[src/rtl/fib_pkg.sv]
// Shared constants and the scheduler FSM state type for the Fibonacci engine.
package fib_pkg;

  // Largest legal index: fib(46) = 1836311903 is the largest value below 2^31.
  localparam int N_MAX = 46;
  localparam int N_W   = 8;
  localparam int Y_W   = 32;

  typedef enum logic [1:0] {
    ST_IDLE = 2'd0,
    ST_RUN  = 2'd1,
    ST_DONE = 2'd2
  } state_e;

endpackage

[src/rtl/fib_engine.sv]
// Iterative Fibonacci engine: start loads a=0, b=1, cnt=n; each cycle after
// that advances the pair once until cnt reaches zero, at which point done is
// high for one cycle and y holds fib(n).
module fib_engine
  import fib_pkg::*;
(
  input  logic           clock,
  input  logic           reset,
  input  logic           start,
  input  logic [N_W-1:0] n,
  output logic           done,
  output logic [Y_W-1:0] y
);

  logic [Y_W-1:0] a_q;
  logic [Y_W-1:0] b_q;
  logic [N_W-1:0] cnt_q;
  logic           active_q;

  // Load on start, then step the a/b pair once per cycle while counting down.
  always_ff @(posedge clock or posedge reset) begin
    if (reset) begin
      a_q      <= '0;
      b_q      <= '0;
      cnt_q    <= '0;
      active_q <= 1'b0;
    end else if (start) begin
      a_q      <= '0;
      b_q      <= Y_W'(1);
      cnt_q    <= n;
      active_q <= 1'b1;
    end else if (active_q) begin
      if (cnt_q == '0) begin
        active_q <= 1'b0;
      end else begin
        // NOTE: non-blocking assignments make b_q <= a_q + b_q see the old a_q,
        // so the pair advances without a temporary.
        a_q   <= b_q;
        b_q   <= a_q + b_q;
        cnt_q <= cnt_q - N_W'(1);
      end
    end
  end

  assign done = active_q && (cnt_q == '0);
  assign y    = a_q;

endmodule

[src/rtl/fib_sched.sv]
// Round-robin front end that shares one fib_engine among NREQ requesters.
// IDLE grants one requester, RUN waits for the engine (skipped for illegal n),
// DONE presents the result until the consumer takes it.
module fib_sched
  import fib_pkg::N_W, fib_pkg::Y_W, fib_pkg::state_e;
  import fib_pkg::ST_IDLE, fib_pkg::ST_RUN, fib_pkg::ST_DONE;
#(
  parameter  int NREQ  = 4,
  parameter  int N_MAX = fib_pkg::N_MAX,
  localparam int ID_W  = (NREQ > 1) ? $clog2(NREQ) : 1
) (
  input  logic                 clock,
  input  logic                 reset,
  input  logic [NREQ-1:0]      req_valid,
  input  logic [NREQ*N_W-1:0]  req_n,
  output logic [NREQ-1:0]      req_ready,
  output logic                 rsp_valid,
  output logic [ID_W-1:0]      rsp_id,
  output logic [Y_W-1:0]       rsp_y,
  output logic                 rsp_err,
  input  logic                 rsp_ready,
  output logic                 busy
);

  localparam logic [N_W-1:0] N_MAX_N = N_W'(N_MAX);

  state_e          state_q, state_d;
  logic [ID_W-1:0] last_grant_q;
  logic [ID_W-1:0] rsp_id_q;
  logic [Y_W-1:0]  rsp_y_q;
  logic            rsp_err_q;

  logic            grant_found;
  logic [ID_W-1:0] grant_id;
  logic [N_W-1:0]  grant_n;
  logic            n_illegal;
  logic            accept;
  logic            eng_start;
  logic            eng_done;
  logic [Y_W-1:0]  eng_y;

  // Requester index k+1 places after last, wrapping at NREQ.
  function automatic logic [ID_W-1:0] rr_index(input logic [ID_W-1:0] last, input int k);
    int sum;
    sum = int'(last) + 1 + k;
    if (sum >= NREQ) sum -= NREQ;
    return ID_W'(sum);
  endfunction

  // Round-robin search: first valid requester at or after last_grant+1.
  always_comb begin
    // NOTE: every always_comb output gets a default first, so no path leaves
    // it unassigned and no latch is inferred.
    grant_found = 1'b0;
    grant_id    = '0;
    for (int k = 0; k < NREQ; k++) begin
      if (!grant_found && req_valid[rr_index(last_grant_q, k)]) begin
        grant_found = 1'b1;
        grant_id    = rr_index(last_grant_q, k);
      end
    end
  end

  assign grant_n   = req_n[int'(grant_id)*N_W +: N_W];
  assign n_illegal = (grant_n > N_MAX_N);

  // Next state and handshake strobes; req_ready is forced low while in reset.
  always_comb begin
    state_d   = state_q;
    req_ready = '0;
    accept    = 1'b0;
    eng_start = 1'b0;
    case (state_q)
      ST_IDLE: begin
        if (!reset && grant_found) begin
          req_ready[grant_id] = 1'b1;
          accept              = 1'b1;
          eng_start           = !n_illegal;
          state_d             = n_illegal ? ST_DONE : ST_RUN;
        end
      end
      ST_RUN: begin
        if (eng_done) state_d = ST_DONE;
      end
      ST_DONE: begin
        if (rsp_ready) state_d = ST_IDLE;
      end
      default: state_d = ST_IDLE;
    endcase
  end

  // State register.
  always_ff @(posedge clock or posedge reset) begin
    if (reset) state_q <= ST_IDLE;
    else       state_q <= state_d;
  end

  // Capture the owner on accept and the result when the engine finishes.
  always_ff @(posedge clock or posedge reset) begin
    if (reset) begin
      last_grant_q <= ID_W'(NREQ - 1);
      rsp_id_q     <= '0;
      rsp_y_q      <= '0;
      rsp_err_q    <= 1'b0;
    end else if (accept) begin
      last_grant_q <= grant_id;
      rsp_id_q     <= grant_id;
      rsp_err_q    <= n_illegal;
      rsp_y_q      <= '0;
    end else if (state_q == ST_RUN && eng_done) begin
      rsp_y_q   <= eng_y;
      rsp_err_q <= 1'b0;
    end
  end

  fib_engine u_engine (
    .clock (clock),
    .reset (reset),
    .start (eng_start),
    .n     (grant_n),
    .done  (eng_done),
    .y     (eng_y)
  );

  assign rsp_valid = (state_q == ST_DONE);
  assign rsp_id    = rsp_id_q;
  assign rsp_y     = rsp_y_q;
  assign rsp_err   = rsp_err_q;
  assign busy      = (state_q != ST_IDLE);

endmodule

[config.mk]
export PLATFORM = sky130hd
export DESIGN_NAME = fib_sched
export DESIGN_NICKNAME = d
export VERILOG_FILES = /design/src/rtl/fib_pkg.sv /design/src/rtl/fib_engine.sv /design/src/rtl/fib_sched.sv
export SDC_FILE = /design/constraint.sdc
export NUM_CORES = 1
export LEC_CHECK = 0
export ABC_AREA = 1
export ABC_CLOCK_PERIOD_IN_PS = 3600
export CAP_MARGIN = 20
export CORE_UTILIZATION = 40
export CTS_CLUSTER_DIAMETER = 40
export DETAILED_ROUTE_END_ITERATION = 6
export DONT_BUFFER_PORTS = 1
export PLACE_DENSITY = 0.61
export SYNTH_ARGS = -nofsm -noshare
export SYNTH_HDL_FRONTEND = slang
export SYNTH_HIERARCHICAL = 1
export SYNTH_SLANG_ARGS = --single-unit
export TNS_END_PERCENT = 1
[constraint.sdc]
create_clock -name clock -period 3.6 [get_ports clock]
set_clock_uncertainty 0.1 [all_clocks]
set_input_delay 0.72 -clock clock [delete_from_list [all_inputs] [get_ports clock]]
set_output_delay 0.72 -clock clock [all_outputs]
set_load 0.03 [all_outputs]
==> impl_metrics.env, run 1 <==
export IMPL_wl_per_cell_um=13.9
export IMPL_hold_buffers=0
export IMPL_cts_buffers=9
export IMPL_yosys_top_cells_area="dfrtp_1, nand2_1, inv_1"
export IMPL_area_delta_synth_final_pct=10.7
export IMPL_nets=1272
export IMPL_r2r_setup_slack_ps=230
export IMPL_max_freq_mhz=296
export IMPL_critPathCaptureType="flip-flop"
export IMPL_status="finished clean"
export IMPL_htreeDepth=3
export IMPL_synth_fp_nets=1260
export IMPL_drc=0
export IMPL_synth_cells=1188
export IMPL_multi_input_area_um2=3980
export IMPL_cp_required_ps=3780
export IMPL_finalCritPeriodShare_pct=93.7
export IMPL_busiest_layer="met2"
export IMPL_placementRows=50
export IMPL_overflow=0
export IMPL_cts_buffer_depth=2
export IMPL_tightest_slew_ps=733
export IMPL_dp_cells=1434
export IMPL_synth_seq_cells=112
export IMPL_drv_slew=0
export IMPL_r2r_start="last_grant_q[0]$_DFFE_PP1P_"
export IMPL_yosysWarnings=6
export IMPL_worstReg2RegEnd="u_engine/b_q[14]$_DFFE_PP0P_"
export IMPL_place_congestion=0.909
export IMPL_root_buffer="clkbuf_16"
export IMPL_die_area_um2=20200
export IMPL_fin_area_um2=8680
export IMPL_cts_tree="done"
export IMPL_num_vias=7094
export IMPL_synth_area_um2=7840
export IMPL_layout_commonest_cell="nand2_1"
export IMPL_core_um2=19000
export IMPL_placed_area_um2=8130
export IMPL_layout_common_cells="nand2_1, inv_1, dfrtp_1, nor2_1, nand3_1"
export IMPL_antenna_found_initial=0
export IMPL_relSlewSlack_pct=51.0
export IMPL_routed_wl_mm=20.3
export IMPL_drive_gt1_share_pct=7.47
export IMPL_synth_distinct_cells=36
export IMPL_worstSetupPathType="reg -> reg"
export IMPL_seq_area_frac_synth_pct=35.8
export IMPL_hp_class="in -> async"
export IMPL_cp_arrival_ps=3560
export IMPL_fin_crit_ps=3370
export IMPL_diodes=0
export IMPL_synth_top_cell_area_share_pct=35.1
export IMPL_die_w_um=142
export IMPL_cts_sinks=112
export IMPL_grt_pass1_wl_mm=32.6
export IMPL_critPathMaxFanout=13
export IMPL_detail_route_antenna_nets=0
export IMPL_cts_clk_slew_worst_paths_ps=80
export IMPL_met2_usage_pct=33.2
export IMPL_grtUsageTotal_pct=20.5
export IMPL_hold_viol=0
export IMPL_dp_hpwl_mm=14.6
export IMPL_firstDrtPassIters=7
export IMPL_yosys_area_top_type="dfrtp_1"
export IMPL_met1_usage_pct=28.1
export IMPL_regArea_um2=2810
export IMPL_io_pins=80
export IMPL_start_util_pct=41.4
export IMPL_reg2regPathDepth=26
export IMPL_drtIter0Drc=421
export IMPL_grt_max_degree=50
export IMPL_via_per_inst=4.84
export IMPL_clock_latency_ps=360
export IMPL_setup_viol=0
export IMPL_grt_pass1_vias=6659
export IMPL_fillers=1951
export IMPL_grtUsageMet3_pct=2.29
export IMPL_stdcell_count=1465
export IMPL_whs_ps=255
export IMPL_io_buffers=0
export IMPL_setup_tns_ps=0
export IMPL_max_cap_violations=0
export IMPL_startpoint_type="flip-flop"
export IMPL_synth_avg_cell_area_um2=6.60
export IMPL_dieHeight_um=142
[per-layer routing]
| metal | vias to the layer above | routed length (um) |
|---|---|---|
| met2 | 150 | 9140 |
| met5 | - | 0 |
| met1 | 3238 | 10100 |
| met3 | 22 | 706 |
| met4 | 0 | 372 |
| li1 | 3684 | - |
[Yosys cell counts]
master      n
nand4_1    18
nand2_2    11
o21bai_1    3
ha_1       32
and2_1      3
o21ai_0    29
inv_1     237
nand3_2     4
nand2_4     3
fa_1        1
a22oi_1     1
nand2_1   398
clkinv_2    1
nor2_4      4
xnor2_1     7
buf_6       7
nor2_1    101
buf_4       4
dfrtp_1   110
clkbuf_1    3
a22o_1     14
inv_2       6
o211ai_1    3
a21o_1      1
xor2_1      3
o221ai_1    3
o22ai_1    16
nand3_1    68
a21oi_1    60
nor3_1      7
nand3b_1    7
dfstp_2     2
nor2_2      2
o21ai_2     1
nor3_2      1
buf_2      17
[how the worst max path moves through the flow]
stage	from	endpoint	slack, ps	cells after the start
global route	last_grant_q[0]$_DFFE_PP1P_	u_engine/cnt_q[3]$_DFFE_PP0P_	-40	26
finish	last_grant_q[0]$_DFFE_PP1P_	u_engine/b_q[14]$_DFFE_PP0P_	230	26
floorplan	reset	req_ready[0]	40	5
detailed placement	req_valid[2]	u_engine/y[21]$_DFFE_PP0P_	80	24
CTS	last_grant_q[0]$_DFFE_PP1P_	u_engine/y[21]$_DFFE_PP0P_	60	25
global placement	req_valid[2]	u_engine/y[25]$_DFFE_PP0P_	190	24
[repair_timing]
action | CTS | global route
endpoints found under the setup margin | 0 | 76
setup buffers | 0 | 9
resized for setup | 0 | 23
hold endpoints to repair | 0 | 0
[flip-flops by register name (all words and copies together) (netlist names)]
| register | flops |
|---|---|
| last_grant_q | 2 |
| u_engine/y | 32 |
| rsp_y | 32 |
| state_q | 2 |
| rsp_err | 1 |
| rsp_id | 2 |
| u_engine/cnt_q | 8 |
| u_engine/active_q | 1 |
| u_engine/b_q | 32 |
[kinds of logic after synthesis]
group,Yosys count,share of synthesized area (%)
flops,112,35.8
buf+inv,275,14.3
compound gates,131,9.73
simple gates,627,33.7
fa+ha+maj,33,5.36
xor+xnor,10,1.12
[per-stage QoR]
stage | setup WS, ps | utilization (%)
floorplan | 36.1 | -
global placement | 193 | 42.9
detailed placement | 76.7 | 42.9
CTS | 58.3 | 44.3
global route | -37.8 | 45.8
finish | 226 | 45.8
[critical path, cell delays in order, from the launching register on]
cell and delay (ps):
dfstp_2 620, inv_4 90, nand2_1 80, nand2_2 90
nand2_2 90, nand2_2 70, nor2_4 150, nand3_4 110
nand2_4 100, nand2_8 100, buf_6 160, nand3_1 70
nand2_1 60, nand2_1 50, nand2_1 70, nor2_2 140
nand2_1 70, nand2_1 60, nand2_1 70, nand3_2 90
inv_2 70, buf_4 150, nor2_4 140, buf_6 170
clkbuf_16 180, nand2_1 60, o22ai_1 100
[layout make-up]
class | instances | area share, %
inverter | 244 | 10.7
clock buffer | 9 | 2.59
timing repair buffer | 31 | 4.22
sequential | 112 | 32.3
tap | 260 | 3.75
multi-input combinational | 802 | 45.8
clock inverter | 7 | 0.634
Power of run 1 is not shown: default switching activity piles up to over one toggle a cycle in this logic, so the estimate is an artifact.
==> inputs of run 2 (changes only) <==
--- a/config.mk
+++ b/config.mk
@@ -8,11 +8,11 @@
 export ABC_AREA = 1
 export ABC_CLOCK_PERIOD_IN_PS = 3600
 export CAP_MARGIN = 20
-export CORE_UTILIZATION = 40
+export CORE_UTILIZATION = 53
 export CTS_CLUSTER_DIAMETER = 40
 export DETAILED_ROUTE_END_ITERATION = 6
 export DONT_BUFFER_PORTS = 1
-export PLACE_DENSITY = 0.61
+export PLACE_DENSITY = 0.75
 export SYNTH_ARGS = -nofsm -noshare
 export SYNTH_HDL_FRONTEND = slang
 export SYNTH_HIERARCHICAL = 1
==> run 2 against run 1 <==
  * Highest routed layer unchanged
  * Global-route usage rose by 4.1 points
  * Maximum frequency up 0.68%
  * Routed wire length is 9.4% lower
  * Via count grew 0.68%
  * Utilization rose by 13 points
  * Sequential share of layout area increased by 0.70 points
  * Cell count decreased by 5.5%
  * Die area decreased by 24%
  * Register-to-register slack better by 20 ps
  * Setup slack improved by 23 ps
  * First-iteration DRC count is 26% higher
  * Critical path type unchanged
  * Non-clock buffer count down 4
  * Critical endpoint is now u_engine/cnt_q[0]$_DFFE_PP0P_
==> impl_metrics.env, run 2 (same netlist as run 1, synthesis figures left out) <==
export IMPL_grtUsageTotal_pct=24.6
export IMPL_area_delta_synth_final_pct=8.36
export IMPL_cp_slowest_cell="dfstp_2"
export IMPL_placementRows=44
export IMPL_dp_cells=1358
export IMPL_cts_buffers=9
export IMPL_place_congestion=0.954
export IMPL_num_vias=7142
export IMPL_hp_class="in -> async"
export IMPL_antenna_found_initial=0
export IMPL_finalCritPeriodShare_pct=93.1
export IMPL_cts_buffer_depth=2
export IMPL_start_util_pct=54.2
export IMPL_whs_ps=222
export IMPL_dp_hpwl_mm=13.9
export IMPL_drive_gt1_share_pct=6.75
export IMPL_cp_cell_sequence="buf_4 > nand2_2 > nand3_1 > nand2_2 > nor2_4 > nand3_2 > nand3_2 > buf_8 > nand3b_1 > nand2_1 > nand2_1 > nand2_1 > nor2_1 > nand2_1 > nand2_1 > nand2_1 > nand3_1 > inv_2 > buf_4 > nor2_4 > buf_12 > buf_8 > a22oi_1 > o21ai_0"
export IMPL_layout_commonest_cell="nand2_1"
export IMPL_clock_latency_ps=360
export IMPL_drv_slew=0
export IMPL_setup_viol=0
export IMPL_core_um2=14500
export IMPL_cp_arrival_ps=3490
export IMPL_hold_buffers=0
export IMPL_cpPeakStageDelay_ps=570
export IMPL_detail_route_antenna_nets=0
export IMPL_critPathMaxFanout=21
export IMPL_startpoint_type="flip-flop"
export IMPL_status="finished clean"
export IMPL_grt_pass1_wl_mm=29.2
export IMPL_drtIter0Drc=531
export IMPL_max_cap_violations=0
export IMPL_htreeDepth=3
export IMPL_die_w_um=124
export IMPL_cts_sinks=112
export IMPL_io_buffers=0
export IMPL_dieHeight_um=124
export IMPL_diodes=0
export IMPL_hold_viol=0
export IMPL_relSlewSlack_pct=59.9
export IMPL_via_per_inst=5.16
export IMPL_max_freq_mhz=298
export IMPL_layout_common_cells="nand2_1, inv_1, dfrtp_1, nor2_1, nand3_1"
export IMPL_tightest_slew_ps=599
export IMPL_firstDrtPassIters=5
export IMPL_grt_max_degree=74
export IMPL_critPathCaptureType="flip-flop"
export IMPL_root_buffer="clkbuf_16"
export IMPL_wl_per_cell_um=13.3
export IMPL_cts_clk_slew_worst_paths_ps=80
export IMPL_overflow=0
export IMPL_io_pins=80
export IMPL_cts_tree="done"
export IMPL_grt_pass1_vias=6105
export IMPL_stdcell_count=1384
export IMPL_fin_crit_ps=3350
export IMPL_worstSetupPathType="reg -> reg"
export IMPL_routed_wl_mm=18.4
export IMPL_nets=1267
export IMPL_cp_required_ps=3740
export IMPL_cp_common_cell="nand2_1"
export IMPL_drc=0
export IMPL_die_area_um2=15300
[run 2: cell count changes in the layout (fill, tap and decap cells not counted), sizes merged]
cell	before	now
bufinv	0	1
clkbuf	13	11
buf	27	26
clkinvlp	3	0
clkinv	2	4
inv	246	245
nand2	413	412
[run 2: what timing repair did]
| item | CTS | global route |
|---|---|---|
| resized for setup | 0 | 14 |
| setup endpoints to repair | 0 | 67 |
| buffers inserted | 0 | 8 |
[run 2: worst max-delay path: cells and delay by family (launching register included)]
family | cells | cell delay (ps)
AOI/OAI and AO/OA | 2 | 230
and+or+nand+nor | 16 | 1440
buffers and inverters | 6 | 870
DFF | 1 | 570
[run 2: final cells by class]
cell class	count	area, um2
Fill cell	1332	5980
Multi-Input combinational cell	801	3930
Sequential cell	112	2810
Inverter	244	922
Timing Repair Buffer	27	305
Tap cell	184	230
Clock buffer	10	229
Clock inverter	6	75.1
[run 2: per-layer routing]
layer | vias up | GRT usage [%] | wire (um)
li1 | 3675 | - | -
met1 | 3233 | 34.5 | 8760
met2 | 208 | 38.4 | 8160
met3 | 26 | 3.66 | 1110
met4 | 0 | 9.04 | 400
met5 | - | 0 | 0
[run 2: path summary, 6_finish.rpt]
path                                              from                             to  slack [ps]  cells past startpoint
setup reg to reg           last_grant_q[0]$_DFFE_PP1P_  u_engine/cnt_q[0]$_DFFE_PP0P_         250                     24
setup / recovery           last_grant_q[0]$_DFFE_PP1P_  u_engine/cnt_q[0]$_DFFE_PP0P_         250                     24
min in group clock          u_engine/y[16]$_DFFE_PP0P_     u_engine/y[16]$_DFFE_PP0P_         410                      2
hold / removal                                   reset   u_engine/b_q[24]$_DFFE_PP0P_         220                      2
hold reg to reg             u_engine/y[16]$_DFFE_PP0P_     u_engine/y[16]$_DFFE_PP0P_         410                      2
max in group asynchronous                        reset    last_grant_q[0]$_DFFE_PP1P_        2620                      2
[run 2: through the flow]
step                      setup WS (ps)  util (%)  area, um2  TNS (ps)
final                               248      58.7       8500         0
after global routing              -4.13      58.7       8500     -4.13
after CTS                          76.2      57.5       8320         0
after detailed placement           77.6      55.4       8020         0
after global placement              175      55.4       8020         0
after floorplan                    36.1         -       7840         0
Power of run 2 is left out for the same reason.
